$ cat src/rtl/arm_mem_arbiter.sv
// Shared memory-port arbiter between instruction fetch (IF) and load/store (LS).
// One transaction in flight; LS has priority, bounded by a streak limit so fetch cannot starve.
module arm_mem_arbiter #(
  parameter int ADDR_W        = 30,
  parameter int DATA_W        = 32,
  parameter int MAX_LS_STREAK = 4
) (
  input  logic              clk,
  input  logic              rst,
  input  logic              if_req,
  input  logic [ADDR_W-1:0] if_addr,
  output logic              if_ready,
  output logic [DATA_W-1:0] if_rdata,
  input  logic              ls_req,
  input  logic              ls_we,
  input  logic [ADDR_W-1:0] ls_addr,
  input  logic [DATA_W-1:0] ls_wdata,
  output logic              ls_ready,
  output logic [DATA_W-1:0] ls_rdata,
  output logic              mem_req,
  output logic              mem_we,
  output logic [ADDR_W-1:0] mem_addr,
  output logic [DATA_W-1:0] mem_wdata,
  input  logic              mem_ack,
  input  logic [DATA_W-1:0] mem_rdata,
  output logic              busy
);

  typedef enum logic [1:0] {ST_IDLE, ST_WAIT, ST_DONE} state_t;

  localparam logic [3:0] MAX_S = 4'(MAX_LS_STREAK);

  state_t            state_q, state_d;
  logic              owner_ls_q, owner_ls_d;
  logic [3:0]        streak_q, streak_d;
  logic              mem_req_q, mem_req_d;
  logic              mem_we_q, mem_we_d;
  logic [ADDR_W-1:0] mem_addr_q, mem_addr_d;
  logic [DATA_W-1:0] mem_wdata_q, mem_wdata_d;
  logic              if_ready_q, if_ready_d;
  logic              ls_ready_q, ls_ready_d;
  logic [DATA_W-1:0] if_rdata_q, if_rdata_d;
  logic [DATA_W-1:0] ls_rdata_q, ls_rdata_d;

  always_comb begin
    state_d     = state_q;
    owner_ls_d  = owner_ls_q;
    streak_d    = streak_q;
    mem_req_d   = mem_req_q;
    mem_we_d    = mem_we_q;
    mem_addr_d  = mem_addr_q;
    mem_wdata_d = mem_wdata_q;
    if_rdata_d  = if_rdata_q;
    ls_rdata_d  = ls_rdata_q;
    if_ready_d  = 1'b0;
    ls_ready_d  = 1'b0;
    case (state_q)
      ST_IDLE: begin
        if (ls_req && (!if_req || (streak_q < MAX_S))) begin
          owner_ls_d  = 1'b1;
          mem_addr_d  = ls_addr;
          mem_we_d    = ls_we;
          mem_wdata_d = ls_wdata;
          mem_req_d   = 1'b1;
          state_d     = ST_WAIT;
          // Streak only counts LS wins that actually made a fetch wait
          if (!if_req)                streak_d = 4'd0;
          else if (streak_q != MAX_S) streak_d = streak_q + 4'd1;
        end else if (if_req) begin
          owner_ls_d = 1'b0;
          mem_addr_d = if_addr;
          mem_we_d   = 1'b0;
          mem_req_d  = 1'b1;
          state_d    = ST_WAIT;
          streak_d   = 4'd0;
        end
      end
      ST_WAIT: begin
        if (mem_ack) begin
          mem_req_d = 1'b0;
          mem_we_d  = 1'b0;
          state_d   = ST_DONE;
          if (owner_ls_q) begin
            ls_ready_d = 1'b1;
            // mem_we_q still reflects the granted direction here
            if (!mem_we_q) ls_rdata_d = mem_rdata;
          end else begin
            if_ready_d = 1'b1;
            if_rdata_d = mem_rdata;
          end
        end
      end
      ST_DONE: state_d = ST_IDLE;
      default: state_d = ST_IDLE;
    endcase
  end

  always_ff @(posedge clk or posedge rst) begin
    if (rst) begin
      state_q     <= ST_IDLE;
      owner_ls_q  <= 1'b0;
      streak_q    <= 4'd0;
      mem_req_q   <= 1'b0;
      mem_we_q    <= 1'b0;
      mem_addr_q  <= '0;
      mem_wdata_q <= '0;
      if_ready_q  <= 1'b0;
      ls_ready_q  <= 1'b0;
      if_rdata_q  <= '0;
      ls_rdata_q  <= '0;
    end else begin
      state_q     <= state_d;
      owner_ls_q  <= owner_ls_d;
      streak_q    <= streak_d;
      mem_req_q   <= mem_req_d;
      mem_we_q    <= mem_we_d;
      mem_addr_q  <= mem_addr_d;
      mem_wdata_q <= mem_wdata_d;
      if_ready_q  <= if_ready_d;
      ls_ready_q  <= ls_ready_d;
      if_rdata_q  <= if_rdata_d;
      ls_rdata_q  <= ls_rdata_d;
    end
  end

  assign if_ready  = if_ready_q;
  assign if_rdata  = if_rdata_q;
  assign ls_ready  = ls_ready_q;
  assign ls_rdata  = ls_rdata_q;
  assign mem_req   = mem_req_q;
  assign mem_we    = mem_we_q;
  assign mem_addr  = mem_addr_q;
  assign mem_wdata = mem_wdata_q;
  assign busy      = (state_q != ST_IDLE);

endmodule

$ cat config.mk
export PLATFORM = sky130hd
export DESIGN_NAME = arm_mem_arbiter
export DESIGN_NICKNAME = d
export VERILOG_FILES = /design/src/rtl/arm_mem_arbiter.sv
export SDC_FILE = /design/constraint.sdc
export NUM_CORES = 1
export LEC_CHECK = 0
export ABC_AREA = 1
export CELL_PAD_IN_SITES_DETAIL_PLACEMENT = 1
export CELL_PAD_IN_SITES_GLOBAL_PLACEMENT = 1
export CORE_MARGIN = 8
export CORE_UTILIZATION = 27
export DETAILED_ROUTE_END_ITERATION = 8
export PLACE_DENSITY_LB_ADDON = 0.1
export SKIP_LAST_GASP = 1
export SYNTH_ARGS = -nofsm -noshare
export SYNTH_HDL_FRONTEND = slang
export SYNTH_SLANG_ARGS = --single-unit
export TNS_END_PERCENT = 100
$ cat constraint.sdc
create_clock -name clk -period 4.4 [get_ports clk]
set_input_delay 0.44 -clock clk [delete_from_list [all_inputs] [get_ports clk]]
set_output_delay 0.44 -clock clk [all_outputs]
set_load 0.02 [all_outputs]
==> results of run 1 <==
==> flip-flops by register name (all words and copies together), names as in the netlist <==
name,count
ls_ready,1
if_rdata,32
mem_wdata,32
if_ready,1
mem_addr,30
ls_rdata,32
owner_ls_q,1
state_q,2
mem_we,1
streak_q,4
mem_req,1
==> layer usage <==
layer | global-route usage (%) | share of wire (%)
met1 | 18.4 | 43
met2 | 23.7 | 46
met3 | 6.67 | 9.4
met4 | 4.67 | 1.4
met5 | 0 | 0
==> through the flow <==
| stage | hold slack (ns) | instance area (um2) |
|---|---|---|
| finish | 0.477 | 9150 |
| global route | 0.512 | 9150 |
| CTS | 0.482 | 9150 |
| detailed placement | 0.465 | 8590 |
| global placement | 0.462 | 8590 |
| floorplan | 0.478 | 5820 |
==> cells in the final DEF, fill, tap and decap left out, types with 3 or more instances in the layout <==
cell	instances
clkdlybuf4s50_1	260
nand3_1	62
inv_1	102
o21ai_1	32
nor2_1	4
buf_4	7
inv_6	9
dfrtp_1	137
inv_8	3
clkbuf_16	17
o21ai_0	36
nand2_1	260
==> synth_stat cells (2+ instances only) <==
| cell type | n | area share (%) |
|---|---|---|
| inv_2 | 2 | 0.13 |
| o21ai_0 | 36 | 3.1 |
| nand2_1 | 260 | 17 |
| clkbuf_1 | 6 | 0.39 |
| ha_1 | 2 | 0.43 |
| nand4_1 | 2 | 0.22 |
| nor2_1 | 4 | 0.26 |
| buf_2 | 20 | 1.7 |
| o21ai_2 | 2 | 0.30 |
| inv_1 | 103 | 6.6 |
| dfrtp_1 | 137 | 59 |
| nand2_2 | 2 | 0.22 |
| o21ai_1 | 32 | 2.8 |
| buf_6 | 9 | 1.7 |
| nand3_1 | 62 | 5.3 |
==> final cells by class <==
cell class / instances / share of cell area, %
Sequential cell: 137 / 37.5
Timing Repair Buffer: 267 / 29.0
Multi-Input combinational cell: 407 / 19.3
Clock buffer: 18 / 4.80
Inverter: 105 / 4.36
Tap cell: 275 / 3.76
Clock inverter: 14 / 1.35
==> cell families after synthesis <==
| kind of cell | count (synthesis) | synth area share [%] |
|---|---|---|
| xor gates and xnor gates | 1 | 0.151 |
| adders and majority gates | 2 | 0.430 |
| buffers and inverters | 141 | 10.8 |
| AOI/OAI and AO/OA | 70 | 6.15 |
| and+or+nand+nor | 334 | 23.6 |
| DFF | 137 | 58.9 |
==> worst max-delay path, delay by kind of cell (launching register included) <==
kind | cells | cell delay, ns
buf+inv | 2 | 0.61
flops | 1 | 0.41
simple gates | 1 | 0.24
==> power groups by stage <==
stage,clock network (mW),registers [mW],logic (mW)
2_1_floorplan,0,2.83,0.866
3_3_place_gp,0,2.15,3.09
3_5_place_dp,0,2.17,3.11
4_1_cts,1.42,2.16,3.12
5_1_grt,1.48,2.24,3.32
6_report,1.38,2.15,3.03
==> final timing paths <==
kind / startpoint / endpoint / depth (start not counted)
worst max-delay path: state_q[0] / busy / 3
worst min-delay path: mem_wdata[21] / mem_wdata[21] / 2
worst max register to register: streak_q[2] / mem_wdata[1] / 7
worst min register to register: mem_wdata[21] / mem_wdata[21] / 2
max in group asynchronous: rst / mem_wdata[24] / 3
min in group asynchronous: rst / mem_wdata[20] / 2
==> impl_metrics.yaml, run 1 <==
die:
  die_area_um2: 26500
  die_w_um: 163
  die_y_um: 163
  core_um2: 21100
  row_count: 53
  initial_core_util_pct: 27.6
  io_pins: 261
status:
  run_status: "finished clean"
clock_network:
  worstSkewPairLatency_ns: 0.42
  cts_buffers: 17
  cts_buffer_depth: 2
  holdBufCountCts: 0
  cts_resized: 0
  post_cts_buffers: 0
  htree_num_levels: 4
  cts_root_buf: "clkbuf_16"
  clkTransAtPathRegs_ns: 0.06
  cts_sinks: 137
  cts_tree: "yes"
placed_design:
  place_congestion: 0.729
  portBuffers: 260
  dp_slack_ns: 1.79
  dp.cells: 1191
  dp_hpwl_um: 14400
sta:
  rsz0062_at_grt: "no"
  fin_crit_ns: 2.11
  finalHoldViolCount: 0
  slew_viol_final: 0
  finalSetupTns_ns: 0
  fin_ws_ns: 2.29
  skew_ns: 0.0138
  tightest_slew_ns: 1.11
  setup_viol: 0
  post-route-period-util_pct: 48.1
  fmax_mhz: 473
  max-slew-margin-rel_pct: 25.8
finish:
  fin_nets: 1067
  fill_cells: 2484
  drive_gt1_share_pct: 5.27
  multiInputGateArea_um2: 1760
  fin_util_pct: 43.4
  seq_area_um2: 3430
  syn2layout_area_growth_pct: 57.3
  fin_cells: 1223
  antenna_cells: 0
route:
  drt_iter0_drc: 222
  drt-vias-per-instance: 4.26
  ant_nets: 0
  routed_wl_um: 19800
  wire_per_inst_um: 16.2
  drc: 0
  vias: 5215
  firstDrtPassIters: 4
worst_hold_path:
  hold_class: "register to register"
grt:
  overflow: 0
  grt_pass1_vias: 5592
  grt_pass1_wl_um: 31400
  grt_antenna_before_repair: 0
  grt.total_usage_pct: 15.1
  grt_max_degree: 94
setup_path:
  cp.arrival_ns: 1.67
  cp.required_ns: 3.96
  startpoint_type: "register"
  critical_path.slowest_cell: "clkdlybuf4s50_1"
  reg2reg_slack_ns: 2.33
  path_class: "register to output port"
  critPathMaxFanout: 3
  max_stage_delay_ns: 0.55
  path_cells: "nor2_2 -> inv_1 -> clkdlybuf4s50_1"
  cp-end-kind: "output port"
logic_synthesis:
  synth-main-ff-cell: "dfrtp_1"
  postSynthCellCount: 685
  ys_types: 21
  ys_warn_count: 0
  syn-num-nets: 817
  ys_seq_area_share_pct: 58.9
  synth-edff-count: 0
  mappedNetlistArea_um2: 5820
  ys_seq_elements: 137
  avgSynthCellArea_um2: 8.49
  postSynth.asyncResetShare_pct: 100
power_and_ir_drop:
  p_sw_share_pct: 39.9
  power_frac_seq_pct: 32.8
  p_per_area_nw_per_um2: 717
  total_power_mw: 6.56
  intPower_mw: 3.94
  power_leakage_nw: 4.54
  p_comb_share_pct: 46.2
  peakVddDrop_mv: 0.306
  clkPwrFrac_pct: 21.0
  power_switching_mw: 2.62
flow_run:
  maxCapViolCount: 0
Power figures use the tool's default switching activity.
==> run 2, diff against run 1 <==
- CORE_UTILIZATION: 27 -> 30
- clock period: 4.4 -> 2.1 ns (I/O delays scaled with it)
==> impl_metrics.yaml, run 2 (synthesis gave the netlist of run 1 again) <==
status:
  run_status: "finished clean"
clock_network:
  holdBufCountCts: 0
  cts_root_buf: "clkbuf_16"
  cts_buffers: 17
  cts_resized: 0
  clkTransAtPathRegs_ns: 0.06
  cts_buffer_depth: 2
  post_cts_buffers: 0
  cts_sinks: 137
  htree_num_levels: 4
  cts_tree: "yes"
  worstSkewPairLatency_ns: 0.41
setup_path:
  critPathMaxFanout: 3
  cp.arrival_ns: 1.64
  cp.required_ns: 1.89
  path_delay_family: "buffers and inverters"
  reg2reg_depth: 5
  startpoint_type: "register"
  reg2reg_slack_ns: 0.54
  path_cells: "nor2_2 -> inv_1 -> clkdlybuf4s50_1"
  crit_buf_inv: 2
  critPathLaunch: "state_q[0]"
  cp-end-kind: "output port"
  max_stage_delay_ns: 0.57
  rr_startpoint: "streak_q[2]"
  path_class: "register to output port"
  cp_num_cells: 3
  critical_path.slowest_cell: "clkdlybuf4s50_1"
grt:
  overflow: 0
  grt_pass1_wl_um: 31300
  grt_antenna_before_repair: 0
  grt.total_usage_pct: 16.4
  grt_max_degree: 92
  grt_pass1_vias: 5973
power_and_ir_drop:
  power_leakage_nw: 4.56
  intPower_mw: 8.56
  p_per_area_nw_per_um2: 1520
  power_switching_mw: 5.43
  peakVddDrop_mv: 0.655
  p_sw_share_pct: 38.8
  p_comb_share_pct: 45.6
  power_frac_seq_pct: 32.6
  clkPwrFrac_pct: 21.7
finish:
  drive_gt1_share_pct: 5.36
  multiInputGateArea_um2: 1760
  antenna_cells: 0
  seq_area_um2: 3430
  fill_cells: 2254
  fin_nets: 1070
  syn2layout_area_growth_pct: 58.4
  fin_util_pct: 47.8
  most-common-layout-cells: "260 x nand2_1, 260 x clkdlybuf4s50_1, 137 x dfrtp_1"
placed_design:
  dp_hpwl_um: 14800
  portBuffers: 260
  place_congestion: 0.785
die:
  core_um2: 19300
  row_count: 51
  die_y_um: 155
  die_area_um2: 24100
  die_w_um: 155
  io_pins: 261
  initial_core_util_pct: 30.2
sta:
  finalSetupTns_ns: 0
  max-slew-margin-rel_pct: 57.8
  fmax_mhz: 541
  fin_crit_ns: 1.85
  post-route-period-util_pct: 88.0
  finalHoldViolCount: 0
  slew_viol_final: 0
  tightest_slew_ns: 0.633
  skew_ns: 0.00903
  setup_viol: 0
  rsz0062_at_grt: "no"
route:
  drc: 0
  drt_iter0_drc: 124
  vias: 5313
  drt-vias-per-instance: 4.37
  wire_per_inst_um: 16.2
  routed_wl_um: 19600
  firstDrtPassIters: 4
  ant_nets: 0
worst_hold_path:
  hold_class: "primary input to async pin"
flow_run:
  maxCapViolCount: 0
run 2: cell types whose count changed in the layout (fill, tap and decap cells not counted), sizes merged:
cell	change
inv	-10
clkbuf	+1
clkinv	+4
buf	+3
clkinvlp	+2
bufinv	+3
run 2: path summary, 6_finish.rpt:
check                                end
hold reg to reg             mem_wdata[9]
max in group asynchronous    mem_addr[0]
min in group clk           mem_wdata[10]
hold / removal              if_rdata[15]
setup / recovery                    busy
setup reg to reg           mem_wdata[20]
run 2: worst min-delay path: stages:
cell and delay, ns:
clkdlybuf4s50_1 0.44, clkinvlp_4 0.11, buf_12 0.36
run 2: cell type report:
cell class	instances	area share (%)
sequential	137	37.2
multi-input combinational	407	19.1
inverter	105	4.32
tap	265	3.60
clock buffer	19	4.70
clock inverter	13	1.85
timing repair buffer	270	29.2
run 2: layer usage:
| metal | track usage (%) | part of all wire, % | vias to the layer above |
|---|---|---|---|
| li1 | - | - | 2586 |
| met1 | 18.7 | 42 | 2531 |
| met2 | 27.6 | 48 | 170 |
| met3 | 6.07 | 8.0 | 26 |
| met4 | 5.91 | 2.0 | 0 |
| met5 | 0 | 0 | - |
run 2: through the flow:
stage	cell area [um2]	power, mW	hold WS, ns	setup slack (ns)	cells
after floorplan	5820	7.74	0.318	0.183	685
after CTS	9210	14.2	0.313	0.204	1216
after global placement	8610	10.9	0.462	0.321	1184
final	9210	14.0	0.273	0.252	1216
after global routing	9210	14.9	0.330	0.177	1216
after detailed placement	8610	11.1	0.466	0.270	1184
run 2: power by group through the flow:
stage / clock network, mW / registers [mW] / logic [mW]
2_1_floorplan: 0 / 5.92 / 1.81
3_3_place_gp: 0 / 4.54 / 6.36
3_5_place_dp: 0 / 4.59 / 6.49
4_1_cts: 3.13 / 4.58 / 6.51
5_1_grt: 3.24 / 4.73 / 6.92
6_report: 3.04 / 4.56 / 6.39
==> run 3, diff against run 2 <==
- CTS_BUF_LIST: not set -> sky130_fd_sc_hd__clkbuf_4 sky130_fd_sc_hd__clkbuf_8 sky130_fd_sc_hd__clkbuf_16
==> impl_metrics.yaml, run 3 (synthesis gave the netlist of run 1 again) <==
grt:
  grt_pass1_vias: 5979
  overflow: 0
  grt_pass1_wl_um: 31300
  grt_antenna_before_repair: 0
  grt.total_usage_pct: 16.4
  grt_max_degree: 92
sta:
  slew_viol_final: 0
  tightest_slew_ns: 0.621
  finalHoldViolCount: 0
  rsz0062_at_grt: "no"
  fin_crit_ns: 1.85
  post-route-period-util_pct: 88.0
  fmax_mhz: 541
  max-slew-margin-rel_pct: 58.6
  setup_viol: 0
  holdWs_ns: 0.313
  skew_ns: 0.00917
  finalSetupTns_ns: 0
worst_hold_path:
  hold_class: "primary input to async pin"
finish:
  most-common-layout-cells: "260 x nand2_1, 260 x clkdlybuf4s50_1, 137 x dfrtp_1"
  fin_nets: 1070
  fill_cells: 2251
  syn2layout_area_growth_pct: 58.5
  drive_gt1_share_pct: 5.57
  fin_util_pct: 47.9
  antenna_cells: 0
clock_network:
  cts_sinks: 137
  cts_root_buf: "clkbuf_16"
  worstSkewPairLatency_ns: 0.41
  cts_resized: 0
  clkTransAtPathRegs_ns: 0.06
  cts_buffers: 17
  htree_num_levels: 4
  holdBufCountCts: 0
  post_cts_buffers: 0
  cts_tree: "yes"
  cts_buffer_depth: 2
setup_path:
  critical_path.slowest_cell: "clkdlybuf4s50_1"
  path_delay_family: "buffers and inverters"
  critPathMaxFanout: 3
  path_class: "register to output port"
  crit_buf_inv: 2
  max_stage_delay_ns: 0.57
  cp.arrival_ns: 1.64
  cp.required_ns: 1.89
  startpoint_type: "register"
  path_cells: "nor2_2 -> inv_1 -> clkdlybuf4s50_1"
  cp-end-kind: "output port"
power_and_ir_drop:
  peakVddDrop_mv: 0.656
  p_comb_share_pct: 45.5
  clkPwrFrac_pct: 21.9
  p_per_area_nw_per_um2: 1520
  intPower_mw: 8.58
  power_leakage_nw: 4.57
  power_switching_mw: 5.42
  p_sw_share_pct: 38.7
  power_frac_seq_pct: 32.6
die:
  core_um2: 19300
  die_area_um2: 24100
  die_w_um: 155
  row_count: 51
  io_pins: 261
  initial_core_util_pct: 30.2
  die_y_um: 155
flow_run:
  maxCapViolCount: 0
route:
  ant_nets: 0
  drt_iter0_drc: 123
  routed_wl_um: 19600
  vias: 5335
  drt-vias-per-instance: 4.39
  drc: 0
  wire_per_inst_um: 16.1
  firstDrtPassIters: 4
placed_design:
  dp_hpwl_um: 14800
  portBuffers: 260
  place_congestion: 0.785
status:
  run_status: "finished clean"
-- run 3: final timing paths --
kind / slack (ns) / start / endpoint / cells after the start
setup / recovery: 0.25 / state_q[0] / busy / 3
hold / removal: 0.31 / rst / if_rdata[15] / 3
setup reg to reg: 0.54 / streak_q[2] / mem_wdata[20] / 5
hold reg to reg: 0.48 / mem_wdata[9] / mem_wdata[9] / 2
max in group asynchronous: 1.32 / rst / mem_addr[0] / 3
min in group clk: 0.33 / ls_wdata[10] / mem_wdata[10] / 3
-- run 3: through the flow --
step	power [mW]	setup slack, ns	cells	cell area [um2]
after detailed placement	11.1	0.270	1184	8610
final	14.0	0.252	1216	9220
after global routing	14.9	0.177	1216	9220
after floorplan	7.74	0.183	685	5820
after CTS	14.2	0.204	1216	9220
after global placement	10.9	0.321	1184	8610
-- run 3: final cells by class --
type	count	area (um2)	share of cell area (%)
clock buffer	19	440	4.78
sequential	137	3430	37.2
clock inverter	13	170	1.85
inverter	105	398	4.31
multi-input combinational	407	1760	19.1
timing repair buffer	270	2690	29.2
tap	265	332	3.60
-- run 3: worst reg2reg max path: cells and delay by family (launching register included) --
family,cells,cell delay [ns]
AOI/OAI and AO/OA,1,0.25
buffers and inverters,1,0.44
DFF,1,0.44
and+or+nand+nor,3,0.37
-- run 3: power groups by stage --
stage / clock network (mW) / registers (mW) / logic (mW)
after CTS: 3.15 / 4.58 / 6.51
after floorplan: 0 / 5.92 / 1.81
after global placement: 0 / 4.54 / 6.36
final: 3.06 / 4.56 / 6.38
after detailed placement: 0 / 4.59 / 6.49
after global routing: 3.26 / 4.73 / 6.92
-- run 3: per-layer routing --
metal  share of wire [%]  track usage, %
met5                   0               0
met4                 2.0            5.91
met3                 8.1            6.07
met2                  48            27.6
met1                  42            18.7
